==> src/rtl/conv_result_serializer.sv <==
// conv_result_serializer
//   Captures one complete convolver result frame y[0..N_OUT-1] in a single cycle
//   and streams it out one sample per beat, index 0 first, over valid/ready.
//
//   Handshakes: a transfer happens on a rising clk edge where valid and ready are
//   both 1. Once out_valid is high, out_data/out_idx/out_last hold steady until
//   the beat is accepted. in_ready depends only on the FSM state, never on in_valid.
//
//   Optional feature: define CONV_SER_CHECKSUM_EN to append one checksum beat
//   (sum of all samples mod 2**DATA_W, out_idx = N_OUT) after the last sample.
//   dbg_state exposes the FSM state (0 = IDLE, 1 = STREAM, 2 = CSUM).
module conv_result_serializer #(
   parameter int DATA_W = 4,
   parameter int N_OUT  = 15,
   parameter int IDX_W  = 4
) (
   input  logic                    clk,
   input  logic                    rst_n,
   input  logic                    in_valid,
   output logic                    in_ready,
   input  logic [N_OUT*DATA_W-1:0] y_in,
   output logic                    out_valid,
   input  logic                    out_ready,
   output logic [DATA_W-1:0]       out_data,
   output logic [IDX_W-1:0]        out_idx,
   output logic                    out_last,
   output logic [7:0]              frames_done,
   output logic [1:0]              dbg_state
);

   typedef enum logic [1:0] {
      S_IDLE   = 2'd0,
      S_STREAM = 2'd1
`ifdef CONV_SER_CHECKSUM_EN
      , S_CSUM = 2'd2
`endif
   } state_t;

   localparam logic [IDX_W-1:0] LAST_IDX = IDX_W'(N_OUT - 1);

   state_t            state_q;
   state_t            state_d;
   logic [DATA_W-1:0] frame_q [N_OUT];
   logic [IDX_W-1:0]  idx_q;
   logic              load;
   logic              beat;
   logic              frame_end;

`ifdef CONV_SER_CHECKSUM_EN
   logic [DATA_W-1:0] csum_q;
   logic [DATA_W-1:0] sum_c;

   // Checksum of the frame currently on y_in, captured together with it on load.
   always_comb begin
      sum_c = '0;
      for (int i = 0; i < N_OUT; i++) begin
         sum_c = sum_c + y_in[i*DATA_W +: DATA_W];
      end
   end

   // Checksum register, loaded alongside the sample buffer.
   always_ff @(posedge clk or negedge rst_n) begin
      if (!rst_n) begin
         csum_q <= '0;
      end else if (load) begin
         csum_q <= sum_c;
      end
   end
`endif

   assign dbg_state = state_q;

   // FSM state register.
   always_ff @(posedge clk or negedge rst_n) begin
      if (!rst_n) begin
         state_q <= S_IDLE;
      end else begin
         state_q <= state_d;
      end
   end

   // Next-state logic and all handshake/data outputs, decoded from state and index.
   always_comb begin
      state_d   = state_q;
      in_ready  = 1'b0;
      load      = 1'b0;
      beat      = 1'b0;
      frame_end = 1'b0;
      out_valid = 1'b0;
      out_data  = '0;
      out_idx   = '0;
      out_last  = 1'b0;
      case (state_q)
         S_IDLE: begin
            in_ready = 1'b1;
            load     = in_valid;
            if (in_valid) begin
               state_d = S_STREAM;
            end
         end
         S_STREAM: begin
            out_valid = 1'b1;
            out_data  = frame_q[idx_q];
            out_idx   = idx_q;
            beat      = out_ready;
`ifdef CONV_SER_CHECKSUM_EN
            // The checksum beat closes the frame, so no sample beat is last.
            out_last  = 1'b0;
            if (out_ready && (idx_q == LAST_IDX)) begin
               state_d = S_CSUM;
            end
`else
            out_last  = (idx_q == LAST_IDX);
            if (out_ready && (idx_q == LAST_IDX)) begin
               state_d   = S_IDLE;
               frame_end = 1'b1;
            end
`endif
         end
`ifdef CONV_SER_CHECKSUM_EN
         S_CSUM: begin
            out_valid = 1'b1;
            out_data  = csum_q;
            out_idx   = IDX_W'(N_OUT);
            out_last  = 1'b1;
            if (out_ready) begin
               state_d   = S_IDLE;
               frame_end = 1'b1;
            end
         end
`endif
         default: begin
            state_d = S_IDLE;
         end
      endcase
   end

   // Sample buffer: the whole frame is captured in the load cycle only.
   always_ff @(posedge clk or negedge rst_n) begin
      if (!rst_n) begin
         for (int i = 0; i < N_OUT; i++) begin
            frame_q[i] <= '0;
         end
      end else if (load) begin
         for (int i = 0; i < N_OUT; i++) begin
            frame_q[i] <= y_in[i*DATA_W +: DATA_W];
         end
      end
   end

   // Read index: cleared on load, advanced on each accepted sample beat.
   always_ff @(posedge clk or negedge rst_n) begin
      if (!rst_n) begin
         idx_q <= '0;
      end else if (load) begin
         idx_q <= '0;
      end else if (beat) begin
         idx_q <= idx_q + 1'b1;
      end
   end

   // Completed-frame counter, wraps naturally at 8 bits.
   always_ff @(posedge clk or negedge rst_n) begin
      if (!rst_n) begin
         frames_done <= 8'd0;
      end else if (frame_end) begin
         frames_done <= frames_done + 8'd1;
      end
   end

endmodule

==> config.mk <==
export PLATFORM = sky130hd
export DESIGN_NAME = conv_result_serializer
export DESIGN_NICKNAME = d
export VERILOG_FILES = /design/src/rtl/conv_result_serializer.sv
export SDC_FILE = /design/constraint.sdc
export NUM_CORES = 1
export LEC_CHECK = 0
export BUFFER_PORTS_ARGS = -buffer_cell sky130_fd_sc_hd__buf_4
export CAP_MARGIN = 20
export CORE_UTILIZATION = 31
export CTS_CLUSTER_SIZE = 10
export DETAILED_ROUTE_END_ITERATION = 16
export MAX_ROUTING_LAYER = met4
export PLACE_DENSITY_LB_ADDON = 0.25
export SYNTH_ARGS = -nofsm -noshare
export SYNTH_HDL_FRONTEND = slang
export SYNTH_SLANG_ARGS = --single-unit
==> constraint.sdc <==
create_clock -name clk -period 4.3 [get_ports clk]
set_input_delay 0 -clock clk [delete_from_list [all_inputs] [get_ports clk]]
set_output_delay 0 -clock clk [all_outputs]
set_load 0.05 [all_outputs]
==> results_dict.tcl <==
set metrics [dict create \
    htreeDepth 3 \
    clkTransAtPathRegs_ps 80 \
    min_period_ps 2530 \
    rrSetupSlack_ps 2050 \
    fin_nets 448 \
    routedWlPerCell_um 14.8 \
    drv_slew 0 \
    netlist_area_sq_um 3400 \
    core_region_area_sq_um 10500 \
    maxCapViolCount 0 \
    critPathMostFrequentCell "buf_4" \
    path_class "flop to output port" \
    p_per_area_nw_per_um2 671 \
    syn-num-nets 305 \
    synth_seq_cells 73 \
    drt_wl_total_um 7710 \
    synth_edf_count 0 \
    fin_crit_sh_pct 58.8 \
    dieArea_sq_um 11400 \
    synthMuxAreaShare_pct 30.0 \
    dp_slack_ps 1990 \
    synthAdderAreaFrac_pct 1.10 \
    crit_family "flip-flops" \
    critPathMaxStageDelay_ps 920 \
    critPathBufInv 2 \
    synth_ff_type "dfrtp_1" \
    synth_compound_area_share_pct 3.53 \
    die_y_um 107 \
    drive_gt1_share_pct 44.0 \
    dr.pass1.iters 4 \
    fmax_mhz 395 \
    fin_setup_tns_ps 0 \
    drt_iter0_drc 72 \
    track_usage_pct 15.3 \
    reg2reg_depth 3 \
    placement.io_buffers 83 \
    yosysMostFrequentCell "dfrtp_1" \
    finalPower_w 0.00337 \
    critPathLaunchType "flop" \
    grt_pass1_vias 2586 \
    die_w_um 107 \
    netlist_instances 238 \
    synthToLayoutAreaGrowth_pct 47.6 \
    yosysTopAreaCellShare_pct 53.7 \
    rows 37 \
    setup_viol 0 \
    crit_chain "buf_4 > mux4_2 > a22oi_2 > nand2_1 > buf_4" \
    yosysWarningCount 0 \
    ir_drop_v 0.000383 \
    hold_class "primary input to async pin" \
    start_util_pct 32.5 \
    cp.required_ps 4300 \
    seq_area_frac_synth_pct 53.7 \
    path_max_fanout 21 \
    cts_buffer_depth 2 \
    cts.sinks 73 \
    numCtsBuffers 9 \
    status "finished clean" \
    synth_cell_types 29 \
    viasPerCell 4.65 \
    worstSetupEndpointType "output port" \
    final.fill_count 995 \
    netlist_top_cells_area "dfrtp_1, mux2_2, mux4_1, mux4_2, xnor2_1" \
    vias 2425 \
    hold_viol 0 \
    ant_nets 0 \
    grt_max_degree 74 \
    antenna_found_initial 0 \
    syn_avg_cell_area_sq_um 14.3 \
    dp_hpwl_um 5100 \
    async_flop_share_pct 100 \
    power.leakage_nw 2.27 \
    worst_pin_slew_ps 1010 \
    grt_overflow 0 \
    clk_latency_ps 350 \
    diodes 0 \
    postCtsSetupRepairBufs 0 \
    synth_top_family_by_area "multiplexers" \
    grt_pass1_wl_um 12900 \
    setup_slack_ps 1770 \
    synthSimpleGateAreaFrac_pct 5.48 \
    drcViolationCount 0 \
    cts_tree "done" \
    arrival_ps 2530 \
    cp_num_cells 5 \
    synth_commonest_cells "dfrtp_1, mux2_2, nand2_1" \
    maxSlewHeadroom_pct 32.7 \
    finClkSkew_ps 9.56 \
    synth_xor_area_share_pct 2.58 \
    routabilityCongestion 0.702 \
    rsz0062_at_grt "no" \
    synth_area_leader_cell "dfrtp_1" \
    io_pins 85 \
    slowest_stage "dfrtp_1" \
    root_buffer "clkbuf_8" \
]
==> where the power goes <==
group | switching [W] | internal (W) | leakage [nW] | total [W]
combinational | 0.000679 | 0.000709 | 1.24 | 0.00139
sequential | 0.000259 | 0.000992 | 0.900 | 0.00125
clock | 0.000267 | 0.000463 | 0.137 | 0.000730
total | 0.00120 | 0.00216 | 2.27 | 0.00337
==> cell families (layout without fill, tap and decap cells) <==
family	count (synthesis)	after routing
xor+xnor	10	10
mux	77	77
simple gates	37	37
other cells	1	1
buf+inv	20	168
flops	73	73
compound gates	17	17
fa+ha+maj	3	3
==> cells in the final DEF (no fill, tap or decap), drive strengths merged, types with 5 or more instances in the layout <==
master	instances
clkbuf	10
inv	5
mux2	61
xnor2	7
nor2	5
buf	85
nand2	11
o211ai	8
o21ai	5
dlygate4sd3	63
mux4	12
dfrtp	73
nand3	6
==> stage by stage <==
step / area [sq um] / hold slack (ps) / utilization [%] / cells
2_1_floorplan: 3400 / -296 / - / 238
3_3_place_gp: 4110 / 200 / 39.3 / 443
3_5_place_dp: 4110 / 203 / 39.3 / 443
4_1_cts: 5020 / 372 / 48.0 / 522
5_1_grt: 5020 / 405 / 48.0 / 522
6_report: 5020 / 340 / 48.0 / 522
==> per-layer routing <==
layer / track usage, % / share of wire [%]
met1: 20.4 / 47
met2: 23.6 / 48
met3: 2.31 / 3.7
met4: 5.87 / 1.0
met5: - / 0
==> state kept, by name, summed over array words and instances, names as in the netlist <==
name,count
frame_q,60
frames_done,8
idx_q,4
dbg_state,1
==> final cells by class <==
class                      instances  area (sq um)  share of cell area, %
timing repair buffer             148          1270                   25.3
multi-input combinational        145          1460                   29.1
tap                              136           170                   3.39
clock inverter                     6           138                   2.74
clock buffer                      10           138                   2.74
sequential                        73          1830                   36.4
inverter                           4          15.0                  0.299
==> path summary, 6_finish.rpt <==
kind	from	end
max	idx_q[0]	out_data[1]
min	rst_n	frame_q[57]
max reg2reg	dbg_state[0]	frame_q[23]
min reg2reg	frames_done[7]	frames_done[7]
max in group asynchronous	rst_n	frame_q[18]
min in group clk	y_in[7]	frame_q[55]
==> worst register-to-register path, cell delays in order (launching register included) <==
cell     delay, ps
dfrtp_1        480
nor2b_4        820
buf_4          460
mux2_2         390
==> repair_timing <==
item / 4_1_cts / 5_1_grt
endpoints found under the hold margin: 135 / 0
hold buffers: 63 / 0
gates resized for setup: 0 / 0
setup endpoints to repair: 0 / 0
Power figures use the tool's default switching activity.
